$ cat config.mk
export PLATFORM = sky130hd
export DESIGN_NAME = sw_led_ctrl_flat
export DESIGN_NICKNAME = d
export VERILOG_FILES = /design/src/rtl/sw_led_ctrl_if.sv /design/src/rtl/sw_led_ctrl.sv /design/src/flat_wrapper.sv
export SDC_FILE = /design/constraint.sdc
export NUM_CORES = 1
export LEC_CHECK = 0
export CAP_MARGIN = 25
export CORE_MARGIN = 1
export CORE_UTILIZATION = 63
export CTS_BUF_LIST = sky130_fd_sc_hd__clkbuf_8
export DETAILED_ROUTE_END_ITERATION = 8
export PLACE_DENSITY = 0.9
export SLEW_MARGIN = 0
export SYNTH_ARGS = -nofsm -noshare
export SYNTH_HDL_FRONTEND = slang
export SYNTH_SLANG_ARGS = --single-unit
$ cat constraint.sdc
create_clock -name clk_100_in -period 2.4 [get_ports clk_100_in]
set_input_delay 0.24 -clock clk_100_in [delete_from_list [all_inputs] [get_ports clk_100_in]]
set_output_delay 0.24 -clock clk_100_in [all_outputs]
set_load 0.01 [all_outputs]
$ cat src/rtl/sw_led_ctrl_if.sv
// sw_led_ctrl_if: switch/LED signal bundle; master drives sw/mode, slave drives led/sw_stable/sw_rise
interface sw_led_ctrl_if #(parameter int N_CH = 8);
  logic [0:N_CH-1] sw;
  logic [1:0]      mode;
  logic [0:N_CH-1] led;
  logic [0:N_CH-1] sw_stable;
  logic [0:N_CH-1] sw_rise;
  modport master (output sw, mode, input led, sw_stable, sw_rise);
  modport slave  (input sw, mode, output led, sw_stable, sw_rise);
endinterface

$ cat src/rtl/sw_led_ctrl.sv
// sw_led_ctrl: synchronise and debounce N_CH switches, drive N_CH LEDs in one of four display modes
// Ports: clk_100_in (board clock), rst_in (sync active-high reset), io.sw/io.mode in,
// io.led/io.sw_stable/io.sw_rise out. Define SW_LED_DIM_EN for 25% duty PWM dimming of led.
module sw_led_ctrl #(
  parameter int N_CH            = 8,
  parameter int SYNC_STAGES     = 2,
  parameter int DEBOUNCE_CYCLES = 1000000,
  parameter int BLINK_DIV       = 25000000
) (
  input logic          clk_100_in,
  input logic          rst_in,
  sw_led_ctrl_if.slave io
);
  localparam int DW = $clog2(DEBOUNCE_CYCLES) + 1;
  localparam int BW = BLINK_DIV > 1 ? $clog2(BLINK_DIV) : 1;
  logic [0:N_CH-1] sync_q [SYNC_STAGES];
  logic [0:N_CH-1] sync_d [SYNC_STAGES];
  logic [DW-1:0]   cnt_q [N_CH];
  logic [DW-1:0]   cnt_d [N_CH];
  logic [0:N_CH-1] stable_q, stable_d, rise_q, rise_d, tog_q, tog_d, led_q, led_d;
  logic [BW-1:0]   blink_q, blink_d;
  logic            phase_q, phase_d, wrap;
  always_comb begin
    sync_d[0] = io.sw;
    for (int k = 1; k < SYNC_STAGES; k++) sync_d[k] = sync_q[k-1];
    stable_d = stable_q;
    for (int i = 0; i < N_CH; i++) begin
      cnt_d[i] = '0;
      if (sync_q[SYNC_STAGES-1][i] != stable_q[i]) begin
        if (cnt_q[i] == DW'(DEBOUNCE_CYCLES - 1)) stable_d[i] = sync_q[SYNC_STAGES-1][i];
        else cnt_d[i] = cnt_q[i] + 1'b1;
      end
    end
    // rise is taken from the acceptance itself so the pulse coincides with the first stable-high cycle
    rise_d  = stable_d & ~stable_q;
    tog_d   = tog_q ^ rise_q;
    wrap    = blink_q == BW'(BLINK_DIV - 1);
    blink_d = wrap ? '0 : blink_q + 1'b1;
    phase_d = phase_q ^ wrap;
    led_d   = io.mode == 2'd0 ? stable_q :
              io.mode == 2'd1 ? tog_q :
              io.mode == 2'd2 ? stable_q & {N_CH{phase_q}} : '0;
  end
  always_ff @(posedge clk_100_in) begin
    if (rst_in) begin
      sync_q   <= '{default: '0};
      cnt_q    <= '{default: '0};
      stable_q <= '0;
      rise_q   <= '0;
      tog_q    <= '0;
      blink_q  <= '0;
      phase_q  <= 1'b0;
      led_q    <= '0;
    end else begin
      sync_q   <= sync_d;
      cnt_q    <= cnt_d;
      stable_q <= stable_d;
      rise_q   <= rise_d;
      tog_q    <= tog_d;
      blink_q  <= blink_d;
      phase_q  <= phase_d;
      led_q    <= led_d;
    end
  end
  assign io.sw_stable = stable_q;
  assign io.sw_rise   = rise_q;
`ifdef SW_LED_DIM_EN
  logic [1:0]      pwm_q, pwm_d;
  logic [0:N_CH-1] dim_q, dim_d;
  always_comb begin
    pwm_d = pwm_q + 1'b1;
    dim_d = led_q & {N_CH{pwm_q == 2'd0}};
  end
  always_ff @(posedge clk_100_in) begin
    if (rst_in) begin
      pwm_q <= '0;
      dim_q <= '0;
    end else begin
      pwm_q <= pwm_d;
      dim_q <= dim_d;
    end
  end
  assign io.led = dim_q;
`else
  assign io.led = led_q;
`endif
endmodule

$ cat src/flat_wrapper.sv
// flat-port wrapper written by rule: the top's interface ports become plain ports
module sw_led_ctrl_flat 
#(
  parameter int N_CH            = 8,
  parameter int SYNC_STAGES     = 2,
  parameter int DEBOUNCE_CYCLES = 1000000,
  parameter int BLINK_DIV       = 25000000
)
  (clk_100_in, rst_in, io_sw, io_mode, io_led, io_sw_stable, io_sw_rise);
  sw_led_ctrl_if #(.N_CH(N_CH)) io_i ();
  input logic clk_100_in;
  input logic rst_in;
  input wire logic [$bits(io_i.sw)-1:0] io_sw;
  input wire logic [$bits(io_i.mode)-1:0] io_mode;
  output wire logic [$bits(io_i.led)-1:0] io_led;
  output wire logic [$bits(io_i.sw_stable)-1:0] io_sw_stable;
  output wire logic [$bits(io_i.sw_rise)-1:0] io_sw_rise;
  assign io_i.sw = io_sw;
  assign io_i.mode = io_mode;
  assign io_led = io_i.led;
  assign io_sw_stable = io_i.sw_stable;
  assign io_sw_rise = io_i.sw_rise;
  sw_led_ctrl #(.N_CH(N_CH), .SYNC_STAGES(SYNC_STAGES), .DEBOUNCE_CYCLES(DEBOUNCE_CYCLES), .BLINK_DIV(BLINK_DIV)) u_core (.clk_100_in(clk_100_in), .rst_in(rst_in), .io(io_i));
endmodule
==> results of run 1 <==
==> stage by stage <==
step           setup WS, ns  hold slack, ns  power (µW)  util [%]
2_1_floorplan         0.425           0.368        4210         -
3_3_place_gp          0.372           0.418        4250      68.7
5_1_grt              0.0979           0.182        8050      73.8
4_1_cts               0.263           0.163        7840      73.7
3_5_place_dp          0.292           0.429        4260      68.7
6_report              0.255           0.184        7770      73.8
==> sequential cells by signal, summed over array words and instances (netlist names) <==
name	flops
u_core.blink_q	25
u_core.cnt_q	168
u_core.io.led	8
u_core.io.sw_rise	8
u_core.io.sw_stable	8
u_core.phase_q	1
u_core.sync_d	8
u_core.sync_q	8
u_core.tog_q	8
==> worst register-to-register path, cell delays in order, from the launching register on <==
cell,delay [ns]
dfxtp_1,0.37
ha_1,0.22
nand2_1,0.17
or4_1,0.64
or4_1,0.51
a21oi_1,0.15
==> cell type report <==
type	count	area (µm²)	area share, %
Inverter	27	101	0.856
Timing Repair Buffer	52	485	4.10
Clock buffer	50	688	5.81
Clock inverter	14	113	0.951
Multi-Input combinational cell	872	5340	45.1
Sequential cell	242	4840	40.9
Tap cell	216	270	2.28
==> metal layers <==
metal / GRT usage [%] / share of wire, % / up-vias
li1: - / - / 4384
met1: 31.2 / 43 / 4216
met2: 46.4 / 50 / 219
met3: 4.67 / 5.0 / 55
met4: 10.6 / 2.3 / 0
met5: 0 / 0 / -
==> Yosys cell counts (all sizes together) (2+ instances only) <==
master,n,area share (%)
ha,9,1.1
nor4,22,1.4
a31o,2,0.17
nor4b,13,1.1
inv,27,0.97
dfxtp,242,46
nand4b,3,0.25
a21oi,77,3.7
nand2b,5,0.30
and3,25,1.5
and4,21,1.8
nand3,72,3.6
nor2b,18,1.1
nand2,55,2.0
xor2,70,5.8
buf,18,0.88
or4,40,2.9
or2,4,0.24
o21ai,46,2.2
and2,13,0.77
nor3,17,0.81
o31ai,32,2.3
nand4,61,3.7
or4b,6,0.64
xnor2,54,4.5
o21a,2,0.14
or3,42,2.5
nor2,147,5.3
a22oi,7,0.50
clkbuf,31,1.1
==> report_power, final <==
group	total [µW]	internal (µW)	leakage, µW	switching (µW)
Combinational	121	47.5	0.00132	73.7
Sequential	4050	4040	0.00195	13.7
Clock	3600	2070	0.000442	1530
Total	7770	6160	0.00371	1620
==> kinds of logic (layout without fill, tap and decap cells) <==
kind of cell,Yosys count,in the layout,share of synthesized area (%)
xor gates and xnor gates,124,124,10.3
DFF,242,242,46.2
buffers and inverters,76,143,2.96
and+or+nand+nor,568,568,30.0
AOI/OAI and AO/OA,171,171,9.46
adders and majority gates,9,9,1.07
==> path summary, 6_finish.rpt <==
check                           slack, ns         startpoint                  to
worst max-delay path                 0.26  u_core.blink_q[0]  u_core.blink_q[22]
worst min-delay path                 0.18             rst_in     u_core.tog_q[2]
worst max register to register       0.26  u_core.blink_q[0]  u_core.blink_q[22]
worst min register to register       0.44   u_core.sync_d[4]    u_core.sync_q[4]
==> impl_metrics.py, run 1 <==
metrics = {
    "status": {
        "status": "finished clean",
    },
    "worst_setup_path": {
        "critical_path_class": "flip-flop to flip-flop",
        "path_delay_family": "simple AND/OR/NAND/NOR gates",
        "critPathMaxStageDelay_ns": 0.64,
        "path_cells": "ha_1 > nand2_1 > or4_1 > or4_1 > a21oi_1",
        "cpMaxStageDelayCell": "or4_1",
        "worst_ep_arrival_time_ns": 2.58,
        "path_buf_inv": 0,
        "end_kind": "flip-flop",
        "cpMostUsedCell": "or4_1",
        "required_ns": 2.84,
        "worstSetupStartpointType": "flip-flop",
        "crit_fanout": 7,
        "cp_num_cells": 5,
        "reg2regPathDepth": 5,
    },
    "die": {
        "coreArea_um2": 16100,
        "initial_core_util_pct": 65.4,
        "ioPinCount": 36,
        "rows": 46,
        "die_h_um": 131,
        "die-area_um2": 17200,
        "die-width_um": 131,
    },
    "clock_tree": {
        "hold_buffers": 0,
        "cts_tree": "done",
        "h-tree-depth": 2,
        "cts-resized-gates": 0,
        "cts_buffers": 38,
        "cts.sinks": 242,
        "insertion_delay_ns": 0.52,
        "postCtsSetupBuffers": 0,
        "clock_path_buffers": 3,
        "clkTransAtPathRegs_ns": 0.06,
        "cts_root_buffer": "clkbuf_8",
    },
    "routing": {
        "vias": 8874,
        "drc_errors": 0,
        "via_per_inst": 6.02,
        "firstDrtPassIters": 5,
        "routed_wl_mm": 21.7,
        "ant_nets": 0,
        "wl_per_cell_um": 14.7,
        "drt_iter0_markers": 522,
    },
    "job": {
        "max_cap_violations": 0,
    },
    "pwr": {
        "p_leak_uw": 0.00371,
        "powerDensity_nw_per_um2": 656,
        "vdd_drop_max_mv": 0.472,
    },
    "placed_design": {
        "io_buffer_count": 35,
        "place_congestion": 0.830,
        "placed_cell_area_um2": 11000,
        "dp_cells": 1408,
        "dp_hpwl_mm": 14.2,
    },
    "global_route": {
        "overflow": 0,
        "grt_pass1_vias": 8293,
        "grt_max_degree": 57,
        "antenna_found_initial": 0,
        "grt_util_all_layers_pct": 26.1,
        "grt_first_pass_wirelength_mm": 36.6,
    },
    "layout": {
        "syn2layout_area_growth_pct": 12.8,
        "fillers": 1151,
        "insertedDiodeCount": 0,
        "finalNonFillerCells": 1473,
        "mostFrequentLayoutCell": "dfxtp_1",
        "layout_common_cells": "242 x dfxtp_1, 147 x nor2_1, 76 x a21oi_1",
        "final_area_um2": 11800,
        "layout-drive-gt1-share_pct": 7.64,
        "nets": 1254,
    },
    "yosys": {
        "synth_warnings": 0,
        "yosysUniqueCellTypes": 54,
        "ys.flop_type": "dfxtp_1",
        "synthesis.nets": 1211,
        "postSynth.asyncResetShare_pct": 0,
        "synth_seq_cells": 242,
        "synth-edff-count": 0,
        "syn_area_per_cell_um2": 8.82,
        "syn_inst": 1190,
        "ys_seq_area_share_pct": 46.2,
        "mappedNetlistArea_um2": 10500,
    },
    "sta": {
        "clock_skew_ns": 0.0216,
        "slew_violations": 0,
        "final.setup.tns_ns": 0,
        "tightest_slew_ns": 0.608,
        "hold_viol": 0,
        "rsz0062_at_grt": "no",
        "clock.fmax_mhz": 466,
        "maxSlewHeadroom_pct": 59.4,
        "fin_crit_sh_pct": 89.4,
        "period_needed_ns": 2.14,
        "setup_viol": 0,
    },
    "hold_path": {
        "holdPathStages": 3,
        "hold_class": "primary input to flip-flop",
    },
}
Power figures use the tool's default switching activity.
==> inputs of run 2 (changes only) <==
--- a/config.mk
+++ b/config.mk
@@ -10,6 +10,7 @@
 export CORE_UTILIZATION = 63
 export CTS_BUF_LIST = sky130_fd_sc_hd__clkbuf_8
 export DETAILED_ROUTE_END_ITERATION = 8
+export GPL_TIMING_DRIVEN = 0
 export PLACE_DENSITY = 0.9
 export SLEW_MARGIN = 0
 export SYNTH_ARGS = -nofsm -noshare
==> impl_metrics.py, run 2 (same netlist as run 1, synthesis figures left out) <==
metrics = {
    "routing": {
        "ant_nets": 0,
        "firstDrtPassIters": 4,
        "wl_per_cell_um": 15.4,
        "drc_errors": 0,
        "drt_iter0_markers": 479,
        "vias": 9048,
        "routed_wl_mm": 23.3,
        "via_per_inst": 5.99,
    },
    "placed_design": {
        "dp_hpwl_mm": 15.1,
        "io_buffer_count": 35,
        "place_congestion": 0.851,
        "dp_cells": 1441,
    },
    "sta": {
        "fin_crit_sh_pct": 95.5,
        "clock_skew_ns": 0.0128,
        "final.setup.tns_ns": 0,
        "period_needed_ns": 2.29,
        "setup_viol": 0,
        "clock.fmax_mhz": 436,
        "slew_violations": 0,
        "tightest_slew_ns": 1.14,
        "maxSlewHeadroom_pct": 23.9,
        "rsz0062_at_grt": "no",
        "hold_viol": 0,
    },
    "layout": {
        "fillers": 1134,
        "mostFrequentLayoutCell": "dfxtp_1",
        "insertedDiodeCount": 0,
        "layout-drive-gt1-share_pct": 7.96,
        "finalNonFillerCells": 1510,
        "syn2layout_area_growth_pct": 14.1,
        "reg.largest.list": "u_core.cnt_q (168), u_core.blink_q (25)",
        "nets": 1285,
        "top_register": "u_core.cnt_q",
        "layout_common_cells": "242 x dfxtp_1, 147 x nor2_1, 76 x a21oi_1",
        "largest_reg_flops": 168,
        "post-route-util_pct": 74.6,
    },
    "job": {
        "max_cap_violations": 0,
    },
    "worst_setup_path": {
        "crit_fanout": 10,
        "worstSetupStartpointType": "flip-flop",
        "critPathMaxStageDelay_ns": 0.56,
        "reg2regPathDepth": 6,
        "path_cells": "ha_1 > nand2_1 > or3_1 > o31ai_2 > buf_2 > nor2_1",
        "worst_ep_arrival_time_ns": 2.71,
        "critical_path_class": "flip-flop to flip-flop",
        "required_ns": 2.81,
        "end_kind": "flip-flop",
        "cpMaxStageDelayCell": "o31ai_2",
    },
    "die": {
        "initial_core_util_pct": 65.4,
        "rows": 46,
        "die-area_um2": 17200,
        "coreArea_um2": 16100,
        "die-width_um": 131,
        "die_h_um": 131,
        "ioPinCount": 36,
    },
    "pwr": {
        "powerDensity_nw_per_um2": 669,
        "power.total_uw": 8010,
        "vdd_drop_max_mv": 0.474,
        "p_leak_uw": 0.00374,
    },
    "clock_tree": {
        "clkTransAtPathRegs_ns": 0.06,
        "cts_root_buffer": "clkbuf_8",
        "cts.sinks": 242,
        "insertion_delay_ns": 0.54,
        "postCtsSetupBuffers": 0,
        "hold_buffers": 0,
        "h-tree-depth": 2,
        "clock_path_buffers": 3,
        "cts_tree": "done",
        "cts_buffers": 38,
    },
    "hold_path": {
        "hold_class": "primary input to flip-flop",
        "holdPathStages": 2,
    },
    "global_route": {
        "grt_max_degree": 11,
        "grt_util_all_layers_pct": 27.4,
        "overflow": 0,
        "grt_pass1_vias": 8411,
        "grt_first_pass_wirelength_mm": 37.8,
        "antenna_found_initial": 0,
    },
    "status": {
        "status": "finished clean",
    },
}
run 2: cell count changes in the layout (fill, tap and decap cells not counted), moves of 2 or more:
| cell | before | now |
|---|---|---|
| clkbuf_1 | 0 | 31 |
| buf_4 | 16 | 0 |
| buf_2 | 1 | 14 |
| clkinv_2 | 3 | 8 |
| o21ai_1 | 4 | 0 |
| clkbuf_8 | 50 | 53 |
| inv_1 | 35 | 32 |
| o21ai_0 | 41 | 44 |
| buf_1 | 0 | 2 |
run 2: through the flow:
step	hold slack, ns	cell area, µm²	worst slack [ns]
after floorplan	0.368	10500	0.425
after global placement	0.415	11100	-0.329
after detailed placement	0.424	11100	-0.337
after CTS	0.243	12000	0.00532
after global routing	0.252	12000	0.00568
final	0.258	12000	0.108
run 2: critical path: cells and delay by family, from the launching register on:
family,cells,cell delay (ns)
buffers and inverters,1,0.34
AND/OR/NAND/NOR,3,0.71
adder cells (fa/ha/maj),1,0.21
AO/OA/AOI/OAI,1,0.56
flip-flops,1,0.34
run 2: area by class of cell:
cell class                      instances  area, µm²  share of cell area [%]
Multi-Input combinational cell        872       5350                    44.6
Clock inverter                         17        134                    1.12
Inverter                               27        101                   0.846
Tap cell                              216        270                    2.26
Clock buffer                           53        729                    6.09
Timing Repair Buffer                   35        350                    2.92
Buffer                                 48        205                    1.71
Sequential cell                       242       4840                    40.4
run 2: power breakdown:
group | switching, µW | internal, µW
registers | 12.9 | 4040
logic | 84.3 | 43.4
clock network | 1640 | 2190
run 2: path summary, 6_finish.rpt:
path | start | endpoint | slack [ns]
setup / recovery | u_core.blink_q[0] | u_core.blink_q[4] | 0.11
setup reg to reg | u_core.blink_q[0] | u_core.blink_q[4] | 0.11
hold / removal | io_sw[7] | u_core.sync_d[7] | 0.26
hold reg to reg | u_core.cnt_q[0] | u_core.cnt_q[0] | 0.44
run 2: layer usage:
layer  up-vias  global-route usage (%)  wire length (µm)
li1       4439                       -                 -
met1      4274                    32.8              9950
met2       275                    47.0             11300
met3        60                    6.33              1330
met4         0                    11.8               664
met5         -                       0                 0
run 2: timing repair:
action                                  in CTS  in global routing
gates resized for setup                      0                  1
endpoints found under the hold margin        0                  0
endpoints found under the setup margin       0                 20
==> inputs of run 3 (changes only) <==
--- a/config.mk
+++ b/config.mk
@@ -11,7 +11,7 @@
 export CTS_BUF_LIST = sky130_fd_sc_hd__clkbuf_8
 export DETAILED_ROUTE_END_ITERATION = 8
 export GPL_TIMING_DRIVEN = 0
-export PLACE_DENSITY = 0.9
+export PLACE_DENSITY = 0.82
 export SLEW_MARGIN = 0
 export SYNTH_ARGS = -nofsm -noshare
 export SYNTH_HDL_FRONTEND = slang
==> impl_metrics.py, run 3 (same netlist as run 1, synthesis figures left out) <==
metrics = {
    "worst_setup_path": {
        "r2r_start": "u_core.cnt_q[64]",
        "crit_fanout": 8,
        "critPathMaxStageDelay_ns": 0.50,
        "worst_ep_arrival_time_ns": 2.63,
        "worstSetupStartpointType": "flip-flop",
        "cpMostUsedCell": "or4_1",
        "cpMaxStageDelayCell": "or4_1",
        "path_cells": "ha_1 > nand2_1 > or4_1 > buf_2 > or4_1 > a21oi_1",
        "critical_path_class": "flip-flop to flip-flop",
        "cp-startpoint": "u_core.cnt_q[64]",
        "end_kind": "flip-flop",
        "required_ns": 2.84,
    },
    "routing": {
        "firstDrtPassIters": 5,
        "routed_wl_mm": 21.6,
        "wl_per_cell_um": 14.3,
        "ant_nets": 0,
        "via_per_inst": 5.84,
        "drt_iter0_markers": 504,
        "drc_errors": 0,
        "vias": 8814,
    },
    "die": {
        "die-area_um2": 17200,
        "rows": 46,
        "die-width_um": 131,
        "die_h_um": 131,
        "coreArea_um2": 16100,
        "initial_core_util_pct": 65.4,
        "ioPinCount": 36,
    },
    "layout": {
        "largest_reg_flops": 168,
        "nets": 1287,
        "final_area_um2": 11900,
        "finalNonFillerCells": 1509,
        "insertedDiodeCount": 0,
        "layout_common_cells": "242 x dfxtp_1, 147 x nor2_1, 76 x a21oi_1",
        "mostFrequentLayoutCell": "dfxtp_1",
        "layout-drive-gt1-share_pct": 7.35,
        "top_register": "u_core.cnt_q",
        "reg.largest.list": "u_core.cnt_q (168), u_core.blink_q (25)",
        "syn2layout_area_growth_pct": 13.4,
    },
    "global_route": {
        "grt_max_degree": 11,
        "grt_pass1_vias": 7967,
        "grt_first_pass_wirelength_mm": 35.6,
        "overflow": 0,
        "grt_util_all_layers_pct": 25.7,
        "antenna_found_initial": 0,
    },
    "placed_design": {
        "dp_cells": 1441,
        "placed_cell_area_um2": 11100,
        "place_congestion": 0.812,
        "io_buffer_count": 35,
        "dp_slack_ns": -0.148,
        "dp_hpwl_mm": 14.5,
    },
    "clock_tree": {
        "insertion_delay_ns": 0.52,
        "cts.sinks": 242,
        "h-tree-depth": 2,
        "postCtsSetupBuffers": 0,
        "cts_buffers": 39,
        "cts_root_buffer": "clkbuf_8",
        "clkTransAtPathRegs_ns": 0.06,
        "cts_tree": "done",
        "clock_path_buffers": 3,
    },
    "sta": {
        "period_needed_ns": 2.20,
        "rsz0062_at_grt": "no",
        "slew_violations": 0,
        "fin_crit_sh_pct": 91.5,
        "maxSlewHeadroom_pct": 42.8,
        "layout_setup_ws_ns": 0.204,
        "tightest_slew_ns": 0.858,
        "clock.fmax_mhz": 455,
        "setup_viol": 0,
        "hold_viol": 0,
        "clock_skew_ns": 0.0214,
    },
    "pwr": {
        "power.total_uw": 7640,
        "p_leak_uw": 0.00372,
        "powerDensity_nw_per_um2": 642,
        "vdd_drop_max_mv": 0.748,
    },
    "status": {
        "status": "finished clean",
    },
    "hold_path": {
        "hold_path_startpoint": "io_sw[7]",
        "hold_class": "primary input to flip-flop",
    },
    "job": {
        "max_cap_violations": 0,
    },
}
==> run 3: cell types whose count changed in the layout (fill, tap and decap cells not counted), sizes merged <==
cell,before,now
clkbuf,84,78
buf,17,18
bufinv,2,1
clkinvlp,2,1
inv,32,38
==> run 3: through the flow <==
step                      hold slack [ns]  utilization (%)  TNS, ns
final                               0.287             74.1        0
after global routing                0.283             74.1        0
after CTS                           0.264             74.0        0
after detailed placement            0.424             69.2    -1.20
after global placement              0.416             69.2    -1.38
after floorplan                     0.368                -        0
==> run 3: worst max-delay path: cells and delay by family (launching register included) <==
| kind | cells | cell delay, ns |
|---|---|---|
| flip-flops | 1 | 0.39 |
| AND/OR/NAND/NOR | 3 | 1.13 |
| AO/OA/AOI/OAI | 1 | 0.18 |
| buffers and inverters | 1 | 0.17 |
| adder cells (fa/ha/maj) | 1 | 0.25 |
==> run 3: area by class of cell <==
cell class                 instances  area (µm²)
tap                              216         270
sequential                       242        4840
clock buffer                      47         647
clock inverter                    21         119
buffer                            49         209
timing repair buffer              35         350
fill                            1191        4160
multi-input combinational        872        5360
inverter                          27         101
==> run 3: worst paths after layout <==
kind / to / slack [ns] / depth (start not counted)
max: u_core.cnt_q[83] / 0.20 / 6
min reg2reg: u_core.sync_q[7] / 0.43 / 1
min: u_core.sync_d[7] / 0.29 / 2
max reg2reg: u_core.cnt_q[83] / 0.20 / 6
==> run 3: timing repair <==
item                       in CTS  in global routing
setup endpoints to repair       0                 33
hold endpoints to repair        0                  0
resized for setup               0                  3
hold buffers                    0                  0
==> run 3: metal layers <==
metal	global-route usage, %	up-vias	part of all wire [%]
met3	4.50	45	4.6
met5	0	-	0
li1	-	4444	-
met4	10.8	0	2.4
met1	33.4	4110	47
met2	42.4	215	46
==> run 3: report_power, final <==
part	leakage, µW	internal [µW]	switching (µW)
combinational	0.00133	44.2	79.9
clock	0.000442	1880	1580
sequential	0.00195	4040	12.2
